`src/rtl/program_loader.sv`:
```
// Boot-time loader: frames a byte stream (16-bit count + LE 32-bit words) into
// IF-memory writes, holding the core in reset until the last word lands.
module program_loader #(
   parameter int unsigned PC_SIZE = 10,
   parameter int unsigned PC_STEP = 4
) (
   input  logic               clock,
   input  logic               reset,
   input  logic               start,
   input  logic [7:0]         rx_data,
   input  logic               rx_valid,
   output logic               rx_ready,
   output logic               rw,
   output logic               reset_IF_memory,
   output logic [PC_SIZE-1:0] PC_write,
   output logic [31:0]        instruction_in,
   output logic               core_hold,
   output logic               busy,
   output logic               done,
   output logic               error,
   output logic [PC_SIZE:0]   loaded_count
);

   localparam int unsigned MAX_WORDS = (2 ** PC_SIZE) / PC_STEP;

   typedef enum logic [2:0] {
      IDLE, CLEAR, LEN_LO, LEN_HI, BYTE, WRITE, DONE, ERROR
   } state_t;

   state_t               state, state_d;
   logic [15:0]          len_q;
   logic [PC_SIZE-1:0]   addr_q;
   logic [1:0]           byte_idx_q;
   logic [23:0]          word_q;
   logic                 accept;
   logic [15:0]          len_full;
   logic                 last_word;

   // Next-state decode; byte acceptance follows the registered rx_ready
   always_comb begin
      state_d   = state;
      accept    = rx_valid && rx_ready;
      len_full  = {rx_data, len_q[7:0]};
      last_word = ((16'(loaded_count) + 16'd1) == len_q);
      case (state)
         IDLE:   if (start) state_d = CLEAR;
         CLEAR:  state_d = LEN_LO;
         LEN_LO: if (accept) state_d = LEN_HI;
         LEN_HI: if (accept) begin
            if ((len_full == 16'd0) || (len_full > 16'(MAX_WORDS))) state_d = ERROR;
            else                                                     state_d = BYTE;
         end
         BYTE:   if (accept && (byte_idx_q == 2'd3)) state_d = WRITE;
         WRITE:  state_d = last_word ? DONE : BYTE;
         DONE:   if (start) state_d = CLEAR;
         ERROR:  if (start) state_d = CLEAR;
         default: state_d = IDLE;
      endcase
   end

   always_ff @(posedge clock or negedge reset) begin
      if (!reset) state <= IDLE;
      else        state <= state_d;
   end

   // Framing datapath: length capture, byte assembly, address/count stepping
   always_ff @(posedge clock or negedge reset) begin
      if (!reset) begin
         len_q        <= 16'd0;
         addr_q       <= '0;
         byte_idx_q   <= 2'd0;
         word_q       <= 24'd0;
         loaded_count <= '0;
      end else begin
         case (state)
            CLEAR: begin
               addr_q       <= '0;
               byte_idx_q   <= 2'd0;
               loaded_count <= '0;
            end
            LEN_LO: if (accept) len_q[7:0]  <= rx_data;
            LEN_HI: if (accept) len_q[15:8] <= rx_data;
            BYTE: if (accept) begin
               case (byte_idx_q)
                  2'd0:    word_q[7:0]   <= rx_data;
                  2'd1:    word_q[15:8]  <= rx_data;
                  2'd2:    word_q[23:16] <= rx_data;
                  default: ;
               endcase
               byte_idx_q <= byte_idx_q + 2'd1;
            end
            WRITE: begin
               addr_q       <= addr_q + PC_SIZE'(PC_STEP);
               loaded_count <= loaded_count + (PC_SIZE + 1)'(1);
               byte_idx_q   <= 2'd0;
            end
            default: ;
         endcase
      end
   end

   // Outputs registered from the next state so they line up with the state register
   always_ff @(posedge clock or negedge reset) begin
      if (!reset) begin
         rx_ready        <= 1'b0;
         rw              <= 1'b0;
         reset_IF_memory <= 1'b0;
         PC_write        <= '0;
         instruction_in  <= 32'd0;
         core_hold       <= 1'b1;
         busy            <= 1'b0;
         done            <= 1'b0;
         error           <= 1'b0;
      end else begin
         rx_ready        <= (state_d == LEN_LO) || (state_d == LEN_HI) || (state_d == BYTE);
         rw              <= (state_d == WRITE);
         reset_IF_memory <= (state_d == CLEAR);
         core_hold       <= (state_d != DONE);
         busy            <= (state_d == CLEAR) || (state_d == LEN_LO) || (state_d == LEN_HI) ||
                            (state_d == BYTE)  || (state_d == WRITE);
         done            <= (state_d == DONE);
         error           <= (state_d == ERROR);
         if (state_d == WRITE) begin
            PC_write       <= addr_q;
            instruction_in <= {rx_data, word_q};
         end
      end
   end

endmodule

```
`config.mk`:
```
export PLATFORM = sky130hd
export DESIGN_NAME = program_loader
export DESIGN_NICKNAME = d
export VERILOG_FILES = /design/src/rtl/program_loader.sv
export SDC_FILE = /design/constraint.sdc
export NUM_CORES = 1
export LEC_CHECK = 0
export ABC_AREA = 1
export CAP_MARGIN = 20
export CORE_UTILIZATION = 57
export DETAILED_ROUTE_END_ITERATION = 12
export DONT_BUFFER_PORTS = 1
export PLACE_DENSITY = 0.72
export REMOVE_ABC_BUFFERS = 1
export SYNTH_ARGS = -nofsm -noshare
export SYNTH_HDL_FRONTEND = slang
export SYNTH_SLANG_ARGS = --single-unit
```
`constraint.sdc`:
```
create_clock -name clock -period 5.6 [get_ports clock]
set_input_delay 0.56 -clock clock [delete_from_list [all_inputs] [get_ports clock]]
set_output_delay 0.56 -clock clock [all_outputs]
set_load 0.05 [all_outputs]
```
## Word-level counts from Yosys, hierarchy flattened

Cells that the tools add are included.

- Bits in registers: 115
- Bits of input ports: 12
- Output and inout bits: 60
- Logic and storage cells: 76

- Add/sub/neg operators: 4
- $lt $le $gt $ge: 1
- Equal/unequal tests: 20
- Muxes and demuxes: 11
- Reductions and logical operators: 22

Operator list:

| cell | number |
|---|---|
| 3-bit equality test, second input constant | 8 |
| 11-bit one-hot mux with 2 select lines | 1 |
| 10-bit one-hot mux with 2 select lines | 1 |
| 3-bit one-hot mux with 6 select lines | 1 |
| 12-bit by 16-bit equality test with 1-bit output | 1 |
| 16-bit by 9-bit > comparator with 1-bit output, second input constant | 1 |
| 16-bit zero test | 1 |
| 11-bit by 1-bit adder with 12-bit output, second input constant | 1 |
| 3-bit by 2-bit equality test with 1-bit output, second input constant | 4 |
| 3-bit 2-to-1 mux | 4 |
| 11-bit by 1-bit adder with 11-bit output, second input constant | 1 |
| 10-bit by 3-bit adder with 10-bit output, second input constant | 1 |
| 3-bit AND reduction | 3 |
| 1-bit logical OR | 7 |
| 3-bit by 1-bit equality test with 1-bit output, second input constant | 2 |
| 2-bit 2-to-1 mux | 3 |
| 2-bit AND reduction | 3 |
| 2-bit equality test, second input constant | 2 |
| 2-bit one-hot mux with 2 select lines | 1 |
| 2-bit nonzero test | 2 |
| 3-bit zero test | 1 |
| 3-bit != test, second input constant | 1 |
| 3-bit OR reduction | 1 |
| 2-bit by 1-bit adder with 2-bit output, second input constant | 1 |
| 5 further kinds | 6 |

## Longest topological paths before layout

- Depth in word-level cells: 10
- Gate-level depth with buffers: 16
- Mapped depth without buffers: 16

## Least setup slack after synthesis

Ideal clock, no wire load.

- Path kind: register to register
- Start point: register loaded_count[0]
- End point: register busy
- Library setup time: 113 ps
- Arrival time: 1991 ps
- Required time: 5487 ps
- Path slack: 3496 ps
- Cell stages (with the launch flop): 15
- Path buffers: 0
- Period minus slack after synthesis: 2104 ps
- Path through: dfrtp_1 -> ha_1 -> nand2_1 -> nor2_4 -> nand2_1 -> nand2_1 -> nor2_1 -> nor2_1 -> nand2_1 -> nor2_1 -> nand2_2 -> nand2_4 -> nand2_4 -> nand2_1 -> inv_1

- Cells in the longest elaborated chain, start to end: 9
- Elaborated cells on any way between the ends: 13
- Classes of those cells: add/sub: 1; eq/ne: 6; mux: 2; reduce/logical: 4

Ends and longest elaborated chain:

| item | line | source |
|---|---|---|
| start, declared | 21 | `output logic [PC_SIZE:0] loaded_count` |
| start signal, assigned | 94 | `loaded_count <= loaded_count + (PC_SIZE + 1)'(1);` |
| 11-bit by 1-bit adder with 12-bit output (*) | 44 | `last_word = ((16'(loaded_count) + 16'd1) == len_q);` |
| 12-bit by 16-bit equality test with 1-bit output (*) | 44 |  |
| 2-bit 2-to-1 mux (*) | 54 | `WRITE: state_d = last_word ? DONE : BYTE;` |
| 3-bit one-hot mux with 6 select lines (*) | 45 | `case (state)` |
| net state_d[1] | 30 | `state_t state, state_d;` |
| 3-bit by 1-bit equality test with 1-bit output / 3-bit by 2-bit equality test with 1-bit output (equally long branches) | 119 | `busy <= (state_d == CLEAR) \|\| (state_d == LEN_LO) \|\| (state_d == LEN_HI) \|\|` |
| 1-bit logical OR (3 in a row) | 119 |  |
| 1-bit logical OR (*) | 120 | `(state_d == BYTE) \|\| (state_d == WRITE);` |
| end signal, assigned | 119 |  |
| end, declared | 18 | `output logic busy,` |

The timed path passes the listed nets; every way through them passes the cells marked *.
A chain may end at the register's enable or synchronous reset.

## Worst setup path after layout

Ends and elaborated chain as after synthesis.

==> impl_metrics.env <==
export IMPL_path_class="reg2reg"
export IMPL_p_per_area_mw_per_mm2=408
export IMPL_start_util_pct=59.2
export IMPL_irDropWorstVdd_mv=0.339
export IMPL_synth_area_leaders="dfrtp_1 56%, nand2_1 15%, o21ai_0 6.9%"
export IMPL_cp_arrival_ns=2.69
export IMPL_cpMostUsedCell="nand2_1"
export IMPL_die_h_um=94.6
export IMPL_drt_first_iter_violations=275
export IMPL_drc=0
export IMPL_ys_seq_area_share_pct=56.9
export IMPL_setup_tns_ns=0
export IMPL_syn_inst=576
export IMPL_rsz0062_at_grt="no"
export IMPL_post_cts_buffers=0
export IMPL_worstPathRequired_ns=5.89
export IMPL_fin_area_mm2=0.00522
export IMPL_finalPower_w=0.00213
export IMPL_ctsHoldBuffers=1
export IMPL_critPathMaxStageDelay_ns=0.72
export IMPL_multiInputGateArea_mm2=0.00176
export IMPL_yosys_area_share_adder_pct=1.54
export IMPL_drive_gt1_share_pct=6.90
export IMPL_firstDrtPassIters=5
export IMPL_via_per_inst=5.31
export IMPL_cts_root_buf="clkbuf_8"
export IMPL_wire_per_inst_um=14.7
export IMPL_async_flop_share_pct=100
export IMPL_cp_slowest_cell="dfrtp_1"
export IMPL_start_kind="flip-flop"
export IMPL_num_rows=33
export IMPL_drt_total_wl_um=10100
export IMPL_synth_simple_area_share_pct=24.0
export IMPL_ys_ff_latch=111
export IMPL_fin_crit_sh_pct=43.0
export IMPL_synth_compound_area_share_pct=9.86
export IMPL_dp_cells=666
export IMPL_overflow=0
export IMPL_fin_util_pct=63.2
export IMPL_run_status="completed"
export IMPL_grt_pass1_wl_um=16400
export IMPL_dpl_cell_area_mm2=0.00495
export IMPL_worst_path_max_fanout=5
export IMPL_dp_hpwl_um=6720
export IMPL_h_tree_depth=3
export IMPL_yosysUniqueCellTypes=33
export IMPL_antenna_found_initial=0
export IMPL_yosysWarnings=0
export IMPL_grt_max_degree=111
export IMPL_grtUsageTotal_pct=24.4
export IMPL_synth_top_family_by_area="simple AND/OR/NAND/NOR gates"
export IMPL_clock_skew_ns=0.0183
export IMPL_vias=3634
export IMPL_fin_cells=685
export IMPL_core_area_mm2=0.00826
export IMPL_syn_avg_cell_area_um2=8.48
export IMPL_areaGrowthSynthToFinish_pct=6.76
export IMPL_p_leak_nw=2.63
export IMPL_cap_violations=0
export IMPL_min_path_type="in2async"
export IMPL_die_area_mm2=0.00894
export IMPL_globalplace_congestion=0.853
export IMPL_timing_fmax_mhz=416
export IMPL_clkSinkCount=111
export IMPL_slew_viol_final=0
export IMPL_timing_final_hold_violations=0
export IMPL_cts_buffer_depth=2
export IMPL_synth_edf_count=0
export IMPL_grt_pass1_vias=3409
export IMPL_cts_resized=0
export IMPL_muxShareOfSynthArea_pct=0
export IMPL_synth_xor_area_share_pct=0.359
export IMPL_worst_pin_slew_ns=0.854
export IMPL_numPortBuffers=0
export IMPL_setup_viol=0
export IMPL_diodes=0
export IMPL_final_antenna_net_count=0
export IMPL_clk_latency_ns=0.39
export IMPL_finalNetCount=593
export IMPL_cts_tree="built"
export IMPL_synth_top_area_share_pct=56.4
export IMPL_syn_area_mm2=0.00488
export IMPL_endpoint_kind="flip-flop"
export IMPL_synth_common_cells="189 x nand2_1, 110 x dfrtp_1, 68 x inv_1"
export IMPL_cts_buffers=9
export IMPL_relSlewSlack_pct=42.8
export IMPL_clk_pin_slew_ns=0.13
export IMPL_synth_ff_type="dfrtp_1"
export IMPL_yosysTopAreaCell="dfrtp_1"
export IMPL_fillers=712
export IMPL_min_period_ns=2.41
export IMPL_die_w_um=94.6
export IMPL_synth_most_common_cell="nand2_1"
export IMPL_regArea_mm2=0.00278
export IMPL_ios=72
export IMPL_cp_cell_sequence="ha_1, nand2_1, nor2_4, nand2_1, nand2_1, nor2_1, nor2_1, nand2_1, nor2_1, nand2_2, nand2_4, nand2_4, nand2_1, inv_1"
worst max-delay path, delay by kind of cell (launching register included):
| kind | cells | cell delay [ns] |
|---|---|---|
| fa+ha+maj | 1 | 0.29 |
| buf+inv | 1 | 0.04 |
| simple gates | 12 | 1.25 |
| flops | 1 | 0.72 |
logic make-up after synthesis:
| group | Yosys count |
|---|---|
| compound gates | 92 |
| xor+xnor | 2 |
| fa+ha+maj | 6 |
| buf+inv | 91 |
| flops | 111 |
| other cells | 1 |
| simple gates | 273 |
cell type report:
type	instances	area share, %
tap	105	2.52
sequential	111	53.3
inverter	75	5.42
clock buffer	9	2.38
clock inverter	7	1.63
multi-input combinational	375	33.7
timing repair buffer	3	1.10
layout by cell type, fill, tap and decap left out, types with 2 or more instances in the layout:
cell,n
nand2_2,4
nand3_1,30
nand2_4,3
o22ai_1,6
a21oi_1,5
inv_2,6
nand2_1,188
inv_1,68
nor2_4,3
nor3_1,5
ha_1,6
clkinv_8,2
clkbuf_8,9
nand4_1,5
o21ai_0,67
o21ai_1,10
conb_1,2
dfrtp_1,110
nor2_1,29
nand3_2,2
path summary, 6_finish.rpt:
check	start	endpoint	slack (ns)	cells after the start
worst max-delay path	loaded_count[0]	busy	3.19	14
worst min-delay path	reset	instruction_in[29]	0.07	1
worst max register to register	loaded_count[0]	busy	3.19	14
worst min register to register	word_q[14]	instruction_in[14]	0.47	2
max in group asynchronous	reset	core_hold	4.94	1
min in group clock	rx_data[6]	word_q[22]	0.29	2
where the power goes:
group	leakage [nW]	internal [W]	switching, W
clock network	0.101	0.000181	0.000310
registers	1.46	0.000951	0.000193
logic	1.07	0.000166	0.000326
total	2.63	0.00130	0.000829
sequential cells by signal (all words and copies together), names as in the netlist, 2 cells and up:
signal	count
addr_q	8
loaded_count	11
instruction_in	32
word_q	24
len_q	16
state	3
PC_write	8
byte_idx_q	2
through the flow:
step	hold slack [ns]	worst slack (ns)
floorplan	0.264	2.94
global placement	0.267	2.99
detailed placement	0.267	2.90
CTS	0.000370	2.88
global route	0.127	3.00
finish	0.0704	3.19
layer usage:
layer	vias up	share of wire, %	GRT usage (%)
met4	0	1.4	8.33
li1	1814	-	-
met5	-	0	0
met3	13	5.7	5.15
met2	89	48	38.0
met1	1718	45	34.2
(Power assumes the default switching activity.)
